$ cat config.mk
export PLATFORM = sky130hd
export DESIGN_NAME = io_handshake_unit
export DESIGN_NICKNAME = d
export VERILOG_FILES = /design/src/rtl/io_handshake_unit.sv
export SDC_FILE = /design/constraint.sdc
export NUM_CORES = 1
export LEC_CHECK = 0
export CAP_MARGIN = 40
export CORE_ASPECT_RATIO = 0.6
export CORE_UTILIZATION = 40
export DETAILED_ROUTE_END_ITERATION = 16
export PLACE_DENSITY = 0.71
export SLEW_MARGIN = 20
export SYNTH_ARGS = -nofsm -noshare
export SYNTH_HDL_FRONTEND = slang
export SYNTH_SLANG_ARGS = --single-unit
$ cat constraint.sdc
create_clock -name clk -period 3.2 [get_ports clk]
set_input_delay 0.32 -clock clk [delete_from_list [all_inputs] [get_ports clk]]
set_output_delay 0.32 -clock clk [all_outputs]
set_load 0.02 [all_outputs]
$ cat src/rtl/io_handshake_unit.sv
// io_handshake_unit: FIFO-buffered core I/O port.
// Runs the four-phase device handshakes on both sides autonomously.
module io_handshake_unit #(
   parameter int WIDTH = 16,
   parameter int DEPTH = 4,
   parameter int CW    = $clog2(DEPTH + 1)
) (
   input  logic             clk,
   input  logic             rst_b,
   input  logic             in_en,
   input  logic             in_pop,
   output logic [WIDTH-1:0] in_rdata,
   output logic             in_empty,
   output logic [CW-1:0]    in_count,
   input  logic             out_push,
   input  logic [WIDTH-1:0] out_wdata,
   output logic             out_full,
   output logic [CW-1:0]    out_count,
   input  logic             clr_err,
   output logic             err_pop,
   output logic             err_push,
   output logic             inp_req,
   input  logic             inp_ack,
   input  logic [WIDTH-1:0] inp_data,
   output logic             out_req,
   input  logic             out_ack,
   output logic [WIDTH-1:0] out_data
);

   localparam int PW = $clog2(DEPTH);
   localparam logic [CW-1:0] L_FULL = CW'(DEPTH);

   typedef enum logic [1:0] {I_IDLE, I_REQ, I_WAIT_LOW} in_st_t;
   typedef enum logic [1:0] {O_IDLE, O_REQ, O_WAIT_LOW} out_st_t;

   logic [WIDTH-1:0] r_in_mem [DEPTH];
   logic [PW-1:0]    r_in_wp;
   logic [PW-1:0]    r_in_rp;
   logic [CW-1:0]    r_in_cnt;
   in_st_t           r_ist;
   in_st_t           w_ist_nxt;

   logic [WIDTH-1:0] r_out_mem [DEPTH];
   logic [PW-1:0]    r_out_wp;
   logic [PW-1:0]    r_out_rp;
   logic [CW-1:0]    r_out_cnt;
   out_st_t          r_ost;
   out_st_t          w_ost_nxt;

   logic             r_err_pop;
   logic             r_err_push;

   logic             w_in_empty;
   logic             w_in_full;
   logic             w_in_cap;
   logic             w_in_pop;
   logic [CW-1:0]    w_in_cnt_nxt;
   logic             w_out_empty;
   logic             w_out_full;
   logic             w_out_push;
   logic             w_out_dpop;
   logic [CW-1:0]    w_out_cnt_nxt;

   // Core/device events, judged on the counts at the start of the cycle.
   always_comb begin
      w_in_empty    = (r_in_cnt == '0);
      w_in_full     = (r_in_cnt == L_FULL);
      w_in_cap      = (r_ist == I_REQ) && inp_ack;
      w_in_pop      = in_pop && !w_in_empty;
      w_in_cnt_nxt  = r_in_cnt + CW'(w_in_cap) - CW'(w_in_pop);
      w_out_empty   = (r_out_cnt == '0);
      w_out_full    = (r_out_cnt == L_FULL);
      w_out_push    = out_push && !w_out_full;
      w_out_dpop    = (r_ost == O_REQ) && out_ack;
      w_out_cnt_nxt = r_out_cnt + CW'(w_out_push) - CW'(w_out_dpop);
   end

   // Input FIFO storage; contents are don't-care while the count is 0.
   always_ff @(posedge clk) begin
      if (w_in_cap) r_in_mem[r_in_wp] <= inp_data;
   end

   // Input FIFO pointers and occupancy.
   always_ff @(posedge clk or posedge rst_b) begin
      if (rst_b) begin
         r_in_wp  <= '0;
         r_in_rp  <= '0;
         r_in_cnt <= '0;
      end else begin
         if (w_in_cap) r_in_wp <= r_in_wp + PW'(1);
         if (w_in_pop) r_in_rp <= r_in_rp + PW'(1);
         r_in_cnt <= w_in_cnt_nxt;
      end
   end

   // Input handshake state register.
   always_ff @(posedge clk or posedge rst_b) begin
      if (rst_b) r_ist <= I_IDLE;
      else       r_ist <= w_ist_nxt;
   end

   // Input handshake next state; only requests when a slot is free.
   always_comb begin
      w_ist_nxt = r_ist;
      unique case (r_ist)
         I_IDLE:     if (in_en && !w_in_full) w_ist_nxt = I_REQ;
         I_REQ:      if (inp_ack) w_ist_nxt = I_WAIT_LOW;
         I_WAIT_LOW: begin
            if (!inp_ack) begin
               if (in_en && (w_in_cnt_nxt != L_FULL)) w_ist_nxt = I_REQ;
               else                                   w_ist_nxt = I_IDLE;
            end
         end
         default:    w_ist_nxt = I_IDLE;
      endcase
   end

   // Output FIFO storage.
   always_ff @(posedge clk) begin
      if (w_out_push) r_out_mem[r_out_wp] <= out_wdata;
   end

   // Output FIFO pointers and occupancy.
   always_ff @(posedge clk or posedge rst_b) begin
      if (rst_b) begin
         r_out_wp  <= '0;
         r_out_rp  <= '0;
         r_out_cnt <= '0;
      end else begin
         if (w_out_push) r_out_wp <= r_out_wp + PW'(1);
         if (w_out_dpop) r_out_rp <= r_out_rp + PW'(1);
         r_out_cnt <= w_out_cnt_nxt;
      end
   end

   // Output handshake state register.
   always_ff @(posedge clk or posedge rst_b) begin
      if (rst_b) r_ost <= O_IDLE;
      else       r_ost <= w_ost_nxt;
   end

   // Output handshake next state; head stays put until the device acks.
   always_comb begin
      w_ost_nxt = r_ost;
      unique case (r_ost)
         O_IDLE:     if (!w_out_empty) w_ost_nxt = O_REQ;
         O_REQ:      if (out_ack) w_ost_nxt = O_WAIT_LOW;
         O_WAIT_LOW: begin
            if (!out_ack) begin
               if (!w_out_empty) w_ost_nxt = O_REQ;
               else              w_ost_nxt = O_IDLE;
            end
         end
         default:    w_ost_nxt = O_IDLE;
      endcase
   end

   // Sticky misuse flags; a new error beats a simultaneous clear.
   always_ff @(posedge clk or posedge rst_b) begin
      if (rst_b) begin
         r_err_pop  <= 1'b0;
         r_err_push <= 1'b0;
      end else begin
         if (in_pop && w_in_empty)    r_err_pop <= 1'b1;
         else if (clr_err)            r_err_pop <= 1'b0;
         if (out_push && w_out_full)  r_err_push <= 1'b1;
         else if (clr_err)            r_err_push <= 1'b0;
      end
   end

   // Moore outputs and combinational FIFO heads.
   always_comb begin
      inp_req   = (r_ist == I_REQ);
      out_req   = (r_ost == O_REQ);
      in_empty  = w_in_empty;
      in_count  = r_in_cnt;
      in_rdata  = w_in_empty ? '0 : r_in_mem[r_in_rp];
      out_full  = w_out_full;
      out_count = r_out_cnt;
      out_data  = w_out_empty ? '0 : r_out_mem[r_out_rp];
      err_pop   = r_err_pop;
      err_push  = r_err_push;
   end

endmodule

**Yosys cells after proc, flatten, opt, wreduce, memory -nomap -nowiden**

Memory sizes are Yosys's and may differ from the RTL's.
Index checks and enable logic that the tools add are counted.

- Register bits: 20
- RAM bits: 128
- Input bits: 40
- Output and inout bits: 44
- Memories kept: 2

Memories:

| name | words | width | read ports | clocked after Yosys merged registers in | wr ports | line | RTL |
|---|---|---|---|---|---|---|---|
| r_in_mem | 4 | 16 | 1 | 0 | 1 | 36 | `logic [WIDTH-1:0] r_in_mem [DEPTH];` |
| r_out_mem | 4 | 16 | 1 | 0 | 1 | 43 | `logic [WIDTH-1:0] r_out_mem [DEPTH];` |

- Add/sub/neg operators: 8
- Equality and inequality tests: 13
- Multiplexer cells: 19
- Reduce and logical (&&, ||, !) cells: 19

Operators with widths:

| cell | number |
|---|---|
| $mux 16 | 2 |
| $mux 2 | 6 |
| $pmux 2 s3 | 2 |
| $mux 1 | 9 |
| $add 2x1->2 const B | 4 |
| $logic_and 1x1->1 | 8 |
| $ne 2x2->1 const B | 4 |
| $add 3x1->3 | 2 |
| $eq 3x3->1 const B | 2 |
| $logic_not 3->1 | 2 |
| $reduce_and 3->1 | 2 |
| $sub 3x1->3 | 2 |
| $eq 2x1->1 const B | 2 |
| $eq 2x2->1 const B | 2 |
| $logic_not 2->1 | 2 |
| $ne 2x1->1 const B | 2 |
| $reduce_bool 2->1 | 2 |
| $logic_not 1->1 | 3 |
| $ne 3x3->1 const B | 1 |

**Longest topological paths before layout**

- Depth in word-level cells: 9
- Gate-level depth with buffers: 12
- Gate-level depth less buffers: 11

**Least setup slack after synthesis**

No wires, ideal clock.

- Kind: register -> register
- Start point: reg r_ist[1]
- End point: reg r_ist[0]
- Arrival: 2,367 ps
- Required time: 3,074 ps
- Slack: 707 ps
- Cell stages (with the launch flop): 13
- Clock period less this slack: 2,493 ps
- Cell sequence: dfrtp_1 > nor2b_1 > clkbuf_1 > and2_1 > inv_1 > ha_1 > inv_1 > ha_1 > inv_1 > fa_1 > xor3_1 > and4b_1 > o22ai_1

- Longest elaborated chain between the ends: 9
- Elaborated cells on any way between the ends: 15

RTL lines:

| what | line | RTL |
|---|---|---|
| start: declaration | 40 | `in_st_t r_ist;` |
| start signal: assignment | 99 | `else r_ist <= w_ist_nxt;` |
| $eq 2x1->1 | -- |  |
| net inp_req | 22 | `output logic inp_req,` |
| $logic_and 1x1->1 | 68 | `w_in_cap = (r_ist == I_REQ) && inp_ack;` |
| $add 3x1->3 | 70 | `w_in_cnt_nxt = r_in_cnt + CW'(w_in_cap) - CW'(w_in_pop);` |
| $sub 3x1->3 | 70 |  |
| net w_in_cnt_nxt[2] | 57 | `logic [CW-1:0] w_in_cnt_nxt;` |
| $ne 3x3->1 | 110 | `if (in_en && (w_in_cnt_nxt != L_FULL)) w_ist_nxt = I_REQ;` |
| $logic_and 1x1->1 | 110 |  |
| $mux 1 | 110 |  |
| $mux 2 | 109 | `if (!inp_ack) begin` |
| $pmux 2 s3 | 105 | `unique case (r_ist)` |

The timed path passes the listed nets, and every way through them passes these cells. The select of a mux whose other input is x is not followed.
A chain may end at the register's enable or synchronous reset.

**Worst setup path in the final report**

- Start point: reg r_in_rp[0]
- End point: out in_rdata[15]

- Longest elaborated chain between the ends: 2

RTL lines:

| what | line | RTL |
|---|---|---|
| start: declaration | 38 | `logic [PW-1:0] r_in_rp;` |
| start signal: assignment | 91 | `if (w_in_pop) r_in_rp <= r_in_rp + PW'(1);` |
| $mem_v2 4x16 | -- |  |
| $mux 16 | 177 | `in_rdata = w_in_empty ? '0 : r_in_mem[r_in_rp];` |
| end: declaration | 12 | `output logic [WIDTH-1:0] in_rdata,` |

No other way between the ends.

==> implementation parameters <==
Parameter                              Value

Power and ir drop
  Pint    5.17 mW
  Clock share of power    0.256
  P_sw    2.42 mW
  Leakage Power    2.69 nW
  Power share of the combinational group    0.385
  Switching Share    0.319
  Part of the total power dissipated in sequential elements    0.358
  Worst IR Drop VDD    0.354 mV
  Power density normalized to cell area    990 nW/um^2

Worst setup path
  Arr. time, crit path    2.45 ns
  Beginning of the critical path    r_in_rp[0]
  Capturing element type of the critical path    primary output
  Type of the setup path with the least slack    reg -> out
  Critical R2R Capture    r_ist[0]
  Required time of the worst setup path    2.88 ns
  Path depth of the worst reg2reg path    11
  Critical path launch point type    register
  R2r startpoint    r_ist[1]
  Critical Path Fanout Max    13
  Reg-to-reg setup timing slack    0.54 ns

Place
  Routability congestion estimate    0.753
  Count of buffers inserted at the top-level ports    83
  Detail Placement HPWL    7340 um
  Worst-case setup slack after placement    0.426 ns

Drt
  Count of routing violations after the opening detailed-route iteration    125
  Via-per-instance ratio    4.82
  Average wire per standard cell    18.0 um
  Overall via count from detail_route    2970
  Total routed wirelength    11100 um
  Number of DRC violations after detailed routing    2
  Detail Route Antenna Nets    0
  Number of detailed-route iterations in the first pass    12

CTS
  CTS Sinks    148
  Worst-skew pair later-pin latency    0.41 ns
  TritonCTS clock tree    yes
  Clock-pin slew reported for the worst setup and hold paths after clock tree synthesis    0.06 ns
  Maximum root-to-sink buffer count    2
  Post-CTS setup buffer count    0
  Buffer type at the clock tree root    clkbuf_16
  Hold Buf Count CTS    0
  Number of buffers inserted during clock tree synthesis    17
  Cells resized by post-CTS repair    0
  Deepest level of the CTS H-tree    4

STA
  Unrepaired setup endpoints after global routing    false
  Clock Skew    0.0159 ns
  Slew at the pin closest to its max-slew limit    0.607 ns
  Worst relative slew slack    0.593
  Final-report hold violation count    0
  Period Utilization, post-route    0.866
  Post-route setup slack    0.429 ns
  Final Setup Violations    0
  Total Neg Setup Slack    0 ns
  Max Clock Freq    361 MHz
  Count of pins over their slew limit    0
  Fin crit period    2.77 ns

Outcome
  Run status    finished, violations left
  Violated checks    design-rule violations

Job
  Maximum capacitance violations    0

Die
  Core box area    14500 um^2
  Die X    159 um
  Effective utilization at floorplan    0.410
  Overall die height    96.4 um
  Die ar.    15400 um^2
  Floorplan row count    34
  Number of ports placed on the die boundary    84

Synthesis
  Share of the yosys chip area belonging to registers    0.731
  Syn_area_per_cell    19.8 um^2
  Post-synthesis instance area    5940 um^2
  Cells after synthesis    300
  Synthesis Warnings    0
  Synthesized netlist net count    354
  Count of distinct cell types in the synthesized netlist    32
  Synth Register Bits    148

Global routing
  Total global routing overflow    0
  Number of antenna violations at the first check in global routing    0
  First-pass GRT wire length    17200 um
  Vias in the first global route    3154
  Global routing usage summed across all routing layers    0.154
  Maximum number of pins on one net before global-route repair    20

Cells and area
  Layout Area Growth over Synthesis    28.8%
  Antenna diodes    0
  Proportion of layout cells with a drive suffix above 1    0.196
  Layout net count    459

Hold path
  Worst min-delay path class    in -> async
[power groups by stage]
stage | combinational (mW) | clock (mW) | sequential (mW)
floorplan | 1.81 | 0 | 2.72
global placement | 2.92 | 0 | 2.73
detailed placement | 2.96 | 0 | 2.76
CTS | 2.97 | 1.99 | 2.73
global route | 3.17 | 2.07 | 2.76
finish | 2.92 | 1.94 | 2.72
[registers in the layout, indices dropped and copies added, names as in the netlist]
signal / count
r_ist: 2
out_count: 3
r_in_mem: 64
r_ost: 2
r_out_wp: 2
r_out_mem: 64
r_out_rp: 2
in_count: 3
r_in_wp: 2
r_in_rp: 2
err_push: 1
err_pop: 1
[cell usage in the layout (no fill, tap or decap), types with 3 or more instances in the layout]
cell type        netlist  final
inv_6                  0      5
and3_1                 4      4
nand2_1                3      3
buf_4                  0     13
inv_1                 17     17
clkbuf_16              0     17
dfrtp_1               20     20
clkdlybuf4s50_1        0     83
edfxtp_1             128    128
nor2b_1               36     36
xnor2_1                7      7
clkinvlp_4             0      4
ha_1                  12     12
mux4_2                32     32
and2_1                 6      6
[per-layer routing]
| metal | GRT usage | share of wire | up-vias |
|---|---|---|---|
| li1 | - | - | 1358 |
| met4 | 0.0625 | 0.0095 | 0 |
| met1 | 0.211 | 0.48 | 1562 |
| met3 | 0.0337 | 0.025 | 10 |
| met2 | 0.241 | 0.48 | 40 |
| met5 | 0 | 0 | - |
[worst max-delay path by stage]
stage	slack, ns	end
6_report	0.43	in_rdata[15]
5_1_grt	0.31	r_ist[0]
4_1_cts	0.38	in_rdata[15]
3_5_place_dp	0.43	r_ist[0]
3_3_place_gp	0.57	r_ist[0]
2_1_floorplan	0.71	r_ist[0]
[critical path: stages (launching register included)]
cell	delay (ns)
dfrtp_1	0.60
buf_12	0.22
mux4_2	0.50
and2b_1	0.18
clkdlybuf4s50_1	0.54
[cell usage after synthesis]
library cell / instances / area share
a211oi_1: 1 / 0.0013
a21o_1: 1 / 0.0013
and2_1: 6 / 0.0063
and2b_1: 1 / 0.0013
and3_1: 4 / 0.0042
and4b_1: 1 / 0.0017
buf_2: 5 / 0.0042
buf_6: 4 / 0.0076
clkbuf_1: 3 / 0.0019
dfrtp_1: 20 / 0.084
edfxtp_1: 128 / 0.65
fa_1: 2 / 0.0067
ha_1: 12 / 0.025
inv_1: 17 / 0.011
mux2_2: 2 / 0.0038
mux4_2: 32 / 0.12
nand2_1: 3 / 0.0019
nand3_1: 1 / 0.00084
nand3b_1: 1 / 0.0013
nand4b_1: 1 / 0.0015
nor2_1: 1 / 0.00063
nor2b_1: 36 / 0.038
nor3_1: 1 / 0.00084
nor3_2: 1 / 0.0017
nor3b_2: 1 / 0.0021
o21a_1: 1 / 0.0013
o21ai_0: 2 / 0.0017
o22ai_1: 1 / 0.0011
or4b_2: 1 / 0.0017
xnor2_1: 7 / 0.010
xor2_1: 2 / 0.0029
xor3_1: 1 / 0.0040
[logic make-up after synthesis]
kind of cell,after synthesis,synth area share
AO/OA/AOI/OAI,6,0.00653
XOR/XNOR,10,0.0173
adder cells (fa/ha/maj),14,0.0320
buffers and inverters,29,0.0244
flip-flops,148,0.731
multiplexers,34,0.125
AND/OR/NAND/NOR,59,0.0638
[per-stage QoR]
stage / hold WS, ns / util / area, um^2 / std cells / power [mW]
3_3_place_gp: 0.510 / 0.487 / 7060 / 583 / 5.66
6_report: 0.107 / 0.528 / 7660 / 616 / 7.58
2_1_floorplan: 0.284 / - / 5940 / 300 / 4.53
5_1_grt: 0.127 / 0.528 / 7660 / 616 / 8.00
4_1_cts: 0.0919 / 0.528 / 7660 / 616 / 7.69
3_5_place_dp: 0.520 / 0.488 / 7080 / 584 / 5.73
[final cells by class]
| cell class | count | area (um^2) |
|---|---|---|
| Sequential cell | 148 | 4340 |
| Clock inverter | 14 | 150 |
| Tap cell | 198 | 248 |
| Inverter | 17 | 63.8 |
| Clock buffer | 18 | 429 |
| Multi-Input combinational cell | 123 | 1460 |
| Timing Repair Buffer | 98 | 963 |
| Fill cell | 1172 | 6850 |
Note: power is estimated with default switching activity, not from simulation.
==> edit, RTL diff (config.mk and constraints unchanged) <==
Put a register stage on the output `in_count`, with the module's reset. The value now appears one clock later. The other outputs are not delayed to match.
--- a/src/rtl/io_handshake_unit.sv
+++ b/src/rtl/io_handshake_unit.sv
@@ -32,6 +32,8 @@
 
    typedef enum logic [1:0] {I_IDLE, I_REQ, I_WAIT_LOW} in_st_t;
    typedef enum logic [1:0] {O_IDLE, O_REQ, O_WAIT_LOW} out_st_t;
+
+   logic [CW-1:0] in_count_d;
 
    logic [WIDTH-1:0] r_in_mem [DEPTH];
    logic [PW-1:0]    r_in_wp;
@@ -173,7 +175,7 @@
       inp_req   = (r_ist == I_REQ);
       out_req   = (r_ost == O_REQ);
       in_empty  = w_in_empty;
-      in_count  = r_in_cnt;
+      in_count_d = r_in_cnt;
       in_rdata  = w_in_empty ? '0 : r_in_mem[r_in_rp];
       out_full  = w_out_full;
       out_count = r_out_cnt;
@@ -182,5 +184,13 @@
       err_push  = r_err_push;
    end
 
+   always_ff @(posedge clk or posedge rst_b) begin
+      if (rst_b) begin
+         in_count <= '0;
+      end else begin
+         in_count <= in_count_d;
+      end
+   end
+
 endmodule
 
Function: changed (Yosys sat finds a counterexample within 4 cycles, from zero or initial values and one cycle with rst_b high).
==> edit against the unedited design <==
- sequential cell count increased by 3
- global-route usage increased by 0.15 points
- sequential share of layout area decreased by 0.075 points
- non-clock buffer count unchanged
- first-iteration DRC count increased by 16%
- synthesized area increased by 1.3%
- worst hold slack improved by 51 ps
- setup slack improved by 14 ps
- cell area increased by 1.9%
- wire length decreased by 0.44%
- total power increased by 3.7%
- maximum frequency increased by 0.52%
- critical endpoint is now out_data[11]
==> edit: results (changes against the unedited design) <==
[status]
outcome = complete, no violations  ; was complete, but fails checks

[clock_network]
root_buffer = clkbuf_16  ; unchanged
clock_path_buffers = 2  ; unchanged
cts_setup_buffers = 0  ; unchanged
h-tree-depth = 4  ; unchanged
cts_resized = 0  ; unchanged
numCtsBuffers = 17  ; unchanged
clk_pin_slew_ps = 60  ; about the same
clk_latency_ps = 410  ; about the same

[route]
viasPerCell = 4.82  ; about the same
wl_per_cell_microns = 17.9  ; was 18.0 microns
drt_iter0_markers = 145  ; was 125
dr.pass1.iters = 4  ; was 12

[placed_design]
post_dp_cell_area_sq_um = 7150  ; was 7080 sq um
port_buffers = 83  ; unchanged
place_hpwl_mm = 7.50  ; was 7.34 mm
gp_congestion = 0.748  ; was 0.753

[global_route]
grt_max_degree = 20  ; unchanged
use_met3 = 0.0429  ; was 0.0337
grt_pass1_wl_mm = 17.8  ; was 17.2 mm
track_usage = 0.155  ; was 0.154
antenna_found_initial = 0  ; unchanged
grtUsageMet1 = 0.216  ; was 0.211
grt_use_met2 = 0.238  ; was 0.241
grt_pass1_vias = 3230  ; was 3154

[logic_synthesis]
ys_top_cells_by_count = edfxtp_1 (128), nor2b_1 (36), mux4_2 (32), dfrtp_1 (23), inv_1 (17)  ; was edfxtp_1 (128), nor2b_1 (36), mux4_2 (32), dfrtp_1 (20), inv_1 (17)
yosys-top-cells-area = edfxtp_1 (64%), mux4_2 (12%), dfrtp_1 (9.6%)  ; was edfxtp_1 (65%), mux4_2 (12%), dfrtp_1 (8.4%)
synth-async-reset-ratio = 0.152  ; was 0.135
synth_cell_types = 32  ; unchanged
synth_enable_flop_cells = 128  ; unchanged
synth-xor-area-share = 0.0170  ; was 0.0173
yosysSeqAreaShare = 0.734  ; was 0.731
synth_warnings = 0  ; unchanged
synthMuxAreaShare = 0.123  ; was 0.125
syn_nets = 357  ; was 354
synthAdderAreaFrac = 0.0316  ; was 0.0320
synth-compound-area-share = 0.00644  ; was 0.00653

[pwr]
switching_share = 0.306  ; was 0.319
ir_worst_vdd_mv = 0.403  ; was 0.354 mV
leakagePower_uw = 0.00276  ; was 0.00269 uW

[final_layout]
drive_gt1_frac = 0.198  ; was 0.196
largest_registers = r_in_mem x64, r_out_mem x64  ; unchanged
final_util = 0.535  ; was 0.528
fill_cells = 1142  ; was 1172
nets = 462  ; was 459
diodes = 0  ; unchanged

[worst_setup_path]
slowest_stage = dfrtp_1  ; unchanged
path_delay_family = buffers and inverters  ; unchanged
critPathMaxStageDelay_ps = 590
critical_path_arrival_ps = 2440
crit_fanout = 13  ; unchanged

[hold_path]
min_path_type = in2async  ; unchanged

[timing]
worst_pin_slew_ps = 516  ; was 607 ps
finalClockSkew_ps = 8.99  ; was 15.9 ps

[edit: final cells by class]
class / count / area share
timing repair buffer: 98 / 0.124
multi-input combinational: 123 / 0.187
tap: 198 / 0.0318
clock inverter: 14 / 0.0284
inverter: 17 / 0.00818
sequential: 151 / 0.567
clock buffer: 17 / 0.0545
[edit: logic make-up after synthesis]
logic type | count (synthesis)
mux | 34
flops | 151
compound gates | 6
simple gates | 59
xor+xnor | 10
fa+ha+maj | 14
buf+inv | 29
[edit: final timing paths]
| kind | cells past startpoint | end | startpoint | slack (ps) |
|---|---|---|---|---|
| max | 4 | out_data[11] | r_out_rp[0] | 440 |
| max reg2reg | 11 | r_ist[0] | r_ist[1] | 530 |
| min in group clk | 0 | in_count[0] | in_count_d[0] | 470 |
| min reg2reg | 0 | in_count[0] | in_count_d[0] | 470 |
| min | 2 | r_ist[0] | rst_b | 160 |
| max in group asynchronous | 3 | r_ost[1] | rst_b | 2610 |
[edit: power groups by stage]
stage          registers [uW]  clock network, uW  logic (uW)
2_1_floorplan            2780                  0        1810
3_3_place_gp             2820                  0        2920
3_5_place_dp             2840                  0        2960
4_1_cts                  2800               2190        2980
5_1_grt                  2840               2270        3150
6_report                 2790               2150        2920
[edit: metal layers]
metal | part of all wire | wire [microns]
met1 | 0.48 | 5330
met2 | 0.48 | 5270
met3 | 0.028 | 307
met4 | 0.012 | 132
met5 | 0 | 0
[edit: metrics by stage]
step	power, uW	worst slack [ps]	instances
after floorplan	4590	708	303
after global placement	5730	568	586
after detailed placement	5800	443	587
after CTS	7970	387	618
after global routing	8270	288	618
final	7860	443	618
